===== config.mk =====
export PLATFORM = sky130hd
export DESIGN_NAME = imm_extender
export DESIGN_NICKNAME = d
export VERILOG_FILES = /design/src/rtl/imm_ext_pkg.sv /design/src/rtl/imm_ext_core.sv /design/src/rtl/imm_extender.sv
export SDC_FILE = /design/constraint.sdc
export NUM_CORES = 1
export LEC_CHECK = 0
export ABC_AREA = 0
export BUFFER_PORTS_ARGS = -buffer_cell sky130_fd_sc_hd__buf_2
export CAP_MARGIN = 25
export CELL_PAD_IN_SITES_DETAIL_PLACEMENT = 1
export CELL_PAD_IN_SITES_GLOBAL_PLACEMENT = 2
export CORE_MARGIN = 10
export CORE_UTILIZATION = 28
export CTS_CLUSTER_SIZE = 20
export DETAILED_ROUTE_END_ITERATION = 16
export PLACE_DENSITY = 0.86
export SKIP_LAST_GASP = 1
export SYNTH_ARGS = -nofsm -noshare
export SYNTH_HDL_FRONTEND = slang
export SYNTH_SLANG_ARGS = --single-unit

===== constraint.sdc =====
create_clock -name clk -period 1.43 [get_ports clk]
set_input_delay 0.143 -clock clk [delete_from_list [all_inputs] [get_ports clk]]
set_output_delay 0.143 -clock clk [all_outputs]
set_load 0.01 [all_outputs]

===== src/rtl/imm_ext_pkg.sv =====
// Shared definitions for the immediate-extension unit.
package imm_ext_pkg;

    // Operation encodings carried on the 2-bit mode field.
    typedef enum logic [1:0] {
        MODE_ZX     = 2'd0,
        MODE_SX     = 2'd1,
        MODE_PREFIX = 2'd2,
        MODE_SXSHL  = 2'd3
    } mode_t;

    // Clamp a requested field width to the largest field the unit supports.
    function automatic int unsigned clamp_width(input int unsigned requested,
                                                input int unsigned max_w);
        return (requested > max_w) ? max_w : requested;
    endfunction

endpackage


===== src/rtl/imm_ext_core.sv =====
// Combinational extension of a variable-width immediate field to OUT_W bits.
// The caller supplies an already-clamped width w (0..IN_W).
module imm_ext_core
    import imm_ext_pkg::*;
#(
    parameter int OUT_W = 16,
    parameter int IN_W  = 8,
    localparam int WS_W = $clog2(IN_W + 1)
) (
    input  logic [IN_W-1:0]  imm,
    input  logic [WS_W-1:0]  w,
    input  logic [1:0]       mode,
    output logic [OUT_W-1:0] ext
);

    logic [31:0]      w_ext;
    logic [OUT_W-1:0] zx;
    logic [OUT_W-1:0] sx;
    logic             sign;

    assign w_ext = 32'(w);

    // Keep only the low w bits, and pick bit w-1 as the sign (0 when w is 0).
    always_comb begin
        zx   = '0;
        sign = 1'b0;
        for (int i = 0; i < IN_W; i++) begin
            if (32'(i) < w_ext) begin
                zx[i] = imm[i];
            end
            if (32'(i + 1) == w_ext) begin
                sign = imm[i];
            end
        end
    end

    // Replicate the sign bit into every position at or above w.
    always_comb begin
        sx = zx;
        for (int i = 0; i < OUT_W; i++) begin
            if (32'(i) >= w_ext) begin
                sx[i] = sign;
            end
        end
    end

    // Select the extension flavour; PREFIX never produces an extended value.
    always_comb begin
        ext = '0;
        case (mode_t'(mode))
            MODE_ZX:    ext = zx;
            MODE_SX:    ext = sx;
            MODE_SXSHL: ext = {sx[OUT_W-2:0], 1'b0};
            default:    ext = '0;
        endcase
    end

endmodule


===== src/rtl/imm_extender.sv =====
// Registered immediate extender with prefix-built constants and a one-entry
// valid/ready output register, feeding the ALU B-operand mux.
module imm_extender
    import imm_ext_pkg::*;
#(
    parameter int OUT_W    = 16,
    parameter int IN_W     = 8,
    parameter int PREFIX_W = 8,
    localparam int WS_W    = $clog2(IN_W + 1)
) (
    input  logic             clk,
    input  logic             rst_n,
    input  logic             in_valid,
    output logic             in_ready,
    input  logic [IN_W-1:0]  imm,
    input  logic [WS_W-1:0]  width_sel,
    input  logic [1:0]       mode,
    input  logic             flush,
    output logic             out_valid,
    input  logic             out_ready,
    output logic [OUT_W-1:0] result,
    output logic             prefix_pending,
    output logic             prefix_overwrite
);

    localparam int LOW_W = OUT_W - PREFIX_W;

    if (IN_W > OUT_W) begin : g_chk_in_w
        $error("imm_extender: IN_W must not exceed OUT_W");
    end
    if (PREFIX_W < 1 || PREFIX_W >= OUT_W) begin : g_chk_prefix_range
        $error("imm_extender: PREFIX_W must be in 1..OUT_W-1");
    end
    if (LOW_W > IN_W) begin : g_chk_low_w
        $error("imm_extender: OUT_W - PREFIX_W must not exceed IN_W");
    end

    logic [WS_W-1:0]     w_eff;
    logic [OUT_W-1:0]    ext_value;
    logic [OUT_W-1:0]    combined;
    logic [PREFIX_W-1:0] prefix_in;
    logic [PREFIX_W-1:0] prefix_q;
    logic                accept;
    logic                is_prefix;
    logic                drain;

    assign w_eff = WS_W'(clamp_width(32'(width_sel), IN_W));

    imm_ext_core #(
        .OUT_W (OUT_W),
        .IN_W  (IN_W)
    ) u_core (
        .imm  (imm),
        .w    (w_eff),
        .mode (mode),
        .ext  (ext_value)
    );

    // Narrow immediate fields are zero-padded into the prefix register.
    if (IN_W >= PREFIX_W) begin : g_prefix_wide
        assign prefix_in = imm[PREFIX_W-1:0];
    end else begin : g_prefix_narrow
        assign prefix_in = {{(PREFIX_W - IN_W){1'b0}}, imm};
    end

    assign combined  = {prefix_q, imm[LOW_W-1:0]};
    assign in_ready  = !out_valid || out_ready;
    assign drain     = out_valid && out_ready;
    assign accept    = in_valid && in_ready && !flush;
    assign is_prefix = (mode_t'(mode) == MODE_PREFIX);

    // Output register: drains on handshake, reloads on any non-PREFIX accept;
    // a pending prefix overrides the normal extension for that op.
    always_ff @(posedge clk or negedge rst_n) begin
        if (!rst_n) begin
            out_valid <= 1'b0;
            result    <= '0;
        end else if (flush) begin
            out_valid <= 1'b0;
        end else begin
            if (drain) begin
                out_valid <= 1'b0;
            end
            if (accept && !is_prefix) begin
                out_valid <= 1'b1;
                result    <= prefix_pending ? combined : ext_value;
            end
        end
    end

    // Prefix register and its pending flag; the overwrite pulse lasts one cycle.
    always_ff @(posedge clk or negedge rst_n) begin
        if (!rst_n) begin
            prefix_q         <= '0;
            prefix_pending   <= 1'b0;
            prefix_overwrite <= 1'b0;
        end else begin
            prefix_overwrite <= 1'b0;
            if (flush) begin
                prefix_pending <= 1'b0;
            end else if (accept) begin
                if (is_prefix) begin
                    prefix_q         <= prefix_in;
                    prefix_pending   <= 1'b1;
                    prefix_overwrite <= prefix_pending;
                end else begin
                    prefix_pending <= 1'b0;
                end
            end
        end
    end

endmodule


==> reports/results.txt <==
0 antenna diodes ended up in the layout. The mean cell area of the mapped netlist is 8.75 sq um. Between clock sinks in the finished design, the worst skew comes to 0.00617 ns. The clock transition at the registers of the reported paths came out at 0.10 ns.

Internal power comes to 1.39 mW. The overall die height was 96.7 um. In the layout the commonest cells are buf_2 (38), buf_4 (34), dfrtp_1 (27), a21oi_1 (26), o21ai_0 (18). The number of max-slew violations in the final report was 0; the DRC marker count from the first detailed-route iteration was 57.

The tools report the master cell of the clock root buffer as clkbuf_8. Of all flip-flops after synthesis, the portion carrying an async set or reset was 100%. Row generation in the floorplan step produced 27 rows. The floorplan step defined a die boundary enclosing 9340 sq um.

The finished cells cover 2240 sq um. The area of all sequential standard cells was 676 sq um; the total cell area at the placement stage was 2100 sq um. At the end of the flow, the number of nets in the layout was 271.

Relative to the synthesized area, the layout overhead comes to 36.0%. The tools report the relative slew slack as 59.3%. In this design, the stage delay of the slowest critical-path cell is 0.40 ns. In this run the deepest clock path goes through 2 buffers.

The pin count of the biggest net entering global routing is 28, and the number of flops mapped to enable cells by yosys is 0. The per-cell via count in the routed design was 5.15; the maximum net fanout on the critical path was 5. The H-tree depth came out at 1. The largest individual stage delay along the critical path comes from the cell dfrtp_1. The core footprint was 5610 sq um; the warning count from the yosys run was 0. After technology mapping, the gate count stands at 188. The netlist area before placement was 1650 sq um; the starting density of the core was 29.3%. The worst path needs 1.42 ns of the cycle, external delays included. For the worst-case vdd ir drop, the log shows 0.000436 V. Number of maximum-capacitance violations: 0. The logs give 27 for the TritonCTS sink count and 0 for the number of nets with antenna violations after detailed routing.

The required time of the critical path is 1.29 ns. The number of fill cells in the layout came out at 688. Wires add up to 5.19 mm. The critical path in this run is classified as register to output pin. From left edge to right edge, the die measures 96.7 um. The clock network is responsible for 21.3% of the overall power.

During placement, the flow inserted port buffers numbering 38. Counting the buffers created by CTS gives 3. During I/O placement, the number of pins put on the boundary was 39.

Counting every net in the synthesized netlist gives 207. Summed over all failing endpoints, the final setup total negative slack is 0 ns. In the final layout, the share of cells above drive strength 1 is 41.4%.

TritonCTS built the clock tree. The initial antenna violation count was 0. The share of total power dissipated in sequential elements is 47.9%. The routed layout has 1665 vias. Summed over all nets, the switching power comes to 666 uW.

The capturing element type of the critical path was an output pin. Share of the clock period used by the worst path after layout: 99.3%. At the worst endpoint, the arrival time is 1.28 ns. Family of cells with the greatest summed delay on the critical path: buffers and inverters. The switching share of total power was 32.3%; the number of detailed-route iterations in the first pass was 4. The detailed placer's ending HPWL is 4.08 mm. The worst-margin pin slew works out to 0.610 ns. Traced cell by cell, the critical path runs through nor2b_4 -> buf_4 -> inv_1 -> buf_2. The tightest min-delay check is of the input pin to register type.

The number of global-route vias before repair is 1761, and the count of unique library cells instantiated by Yosys is 41. The most common cell after layout, fill and taps aside is buf_2. After synthesis the netlist holds a flip-flop and latch count of 27. Routability-driven placement finished with a final weighted congestion of 0.813.

The hold violation count in the final report came out at 0. After global routing the overflow that remains totals 0. In the final layout, the multi-input gates occupy 941 sq um. For the leakage power total, the log shows 1.02 nW.

The run gives 41.1% as the fraction of the yosys area taken by sequential cells. The power share of the combinational group came out at 30.8%. For the fmax, the log shows 704 MHz. Power spread over the standard cell area amounts to 920 nW/um^2. Across every metal layer, demand over resource in global routing totals 10.7%.

The wire length per cell was 16.1 um. Setup repair after global routing could not meet its margin everywhere. The first global-routing pass estimated 8.72 mm of wire.

Together, buffers and inverters on the worst path number 3. The most used flip-flop cell after synthesis is dfrtp_1. At the later pin of the worst-skew pair, clock insertion delay measures 0.27 ns. The run finished with clean final reports.

The type of origin of the critical path is a register. Setup violations remaining at the end of the flow were counted as 0. Total DRC errors in the routed layout: 0.
-- synthesized netlist by cell type, drive strengths merged, types with 2 or more instances --
cell type / instances / area (sq um)
o31ai: 2 / 15.0
and3: 3 / 18.8
a31oi: 4 / 25.0
nand3: 5 / 37.5
or2: 2 / 12.5
a311oi: 2 / 17.5
nand2: 13 / 48.8
nand3b: 3 / 22.5
dfrtp: 27 / 676
o32a: 2 / 20.0
a21o: 2 / 15.0
clkbuf: 7 / 26.3
buf: 8 / 52.6
o21ai: 19 / 95.1
a21oi: 28 / 140
nor3: 5 / 25.0
nor2b: 4 / 25.0
inv: 5 / 18.8
nor2: 17 / 63.8
o21a: 2 / 15.0
mux2: 7 / 78.8
a21boi: 3 / 22.5
nand2b: 2 / 12.5
-- routing by layer --
layer | up-vias | global-route usage, % | part of all wire, %
li1 | 809 | - | -
met1 | 815 | 13.2 | 48
met2 | 37 | 18.5 | 47
met3 | 4 | 2.98 | 4.4
met4 | 0 | 1.01 | 0.56
met5 | - | 0 | 0
-- per-stage QoR --
step           cells  worst slack [ns]  power (mW)  utilization (%)  hold slack, ns
5_1_grt          323           -0.0754        2.18             39.9          0.0501
3_3_place_gp     316            -0.139        1.59             37.4           0.181
6_report         323           0.00998        2.06             39.9          0.0358
2_1_floorplan    188          -0.00993        1.30                -          -0.153
3_5_place_dp     316            -0.190        1.61             37.4           0.192
4_1_cts          321           0.00585        2.06             38.8          0.0286
-- cells by family (layout without fill, tap and decap cells) --
| family | Yosys count | count (layout) | share of synthesized area, % |
|---|---|---|---|
| compound gates | 71 | 71 | 27.0 |
| buf+inv | 20 | 83 | 5.93 |
| flops | 27 | 27 | 41.1 |
| mux | 8 | 8 | 6.16 |
| simple gates | 62 | 62 | 19.8 |
-- what timing repair did --
item | in CTS | in global routing
buffers inserted | 0 | 2
hold endpoints to repair | 27 | 0
gates cloned | 0 | 0
hold buffers | 1 | 0
resized for setup | 6 | 11
pin swaps | 1 | 0
endpoints found under the setup margin | 24 | 13
-- state kept, by name, indices dropped and copies added (netlist names) --
signal / flops
prefix_q: 8
prefix_overwrite: 1
out_valid: 1
prefix_pending: 1
result: 16
-- final cells by class --
class | count | area share, %
Inverter | 5 | 0.838
Multi-Input combinational cell | 141 | 42.0
Tap cell | 72 | 4.02
Clock buffer | 3 | 1.84
Clock inverter | 1 | 0.224
Sequential cell | 27 | 30.2
Timing Repair Buffer | 74 | 20.8
-- final timing paths --
kind / start / end / slack, ns / cells past startpoint
max in group asynchronous: rst_n / result[8] / 0.62 / 2
worst min-delay path: flush / prefix_pending / 0.04 / 2
worst min register to register: result[1] / result[1] / 0.48 / 1
worst max-delay path: out_valid / in_ready / 0.01 / 4
worst max register to register: out_valid / result[6] / 0.04 / 7
min in group asynchronous: rst_n / prefix_q[3] / 0.41 / 2
-- power by group through the flow --
stage | logic, mW | registers [mW] | clock network (mW)
after floorplan | 0.284 | 1.02 | 0
final | 0.634 | 0.987 | 0.439
after global placement | 0.598 | 0.992 | 0
after detailed placement | 0.613 | 0.997 | 0
after CTS | 0.624 | 0.984 | 0.449
after global routing | 0.710 | 1.00 | 0.471
No activity file was read; power rests on OpenSTA's default activity.
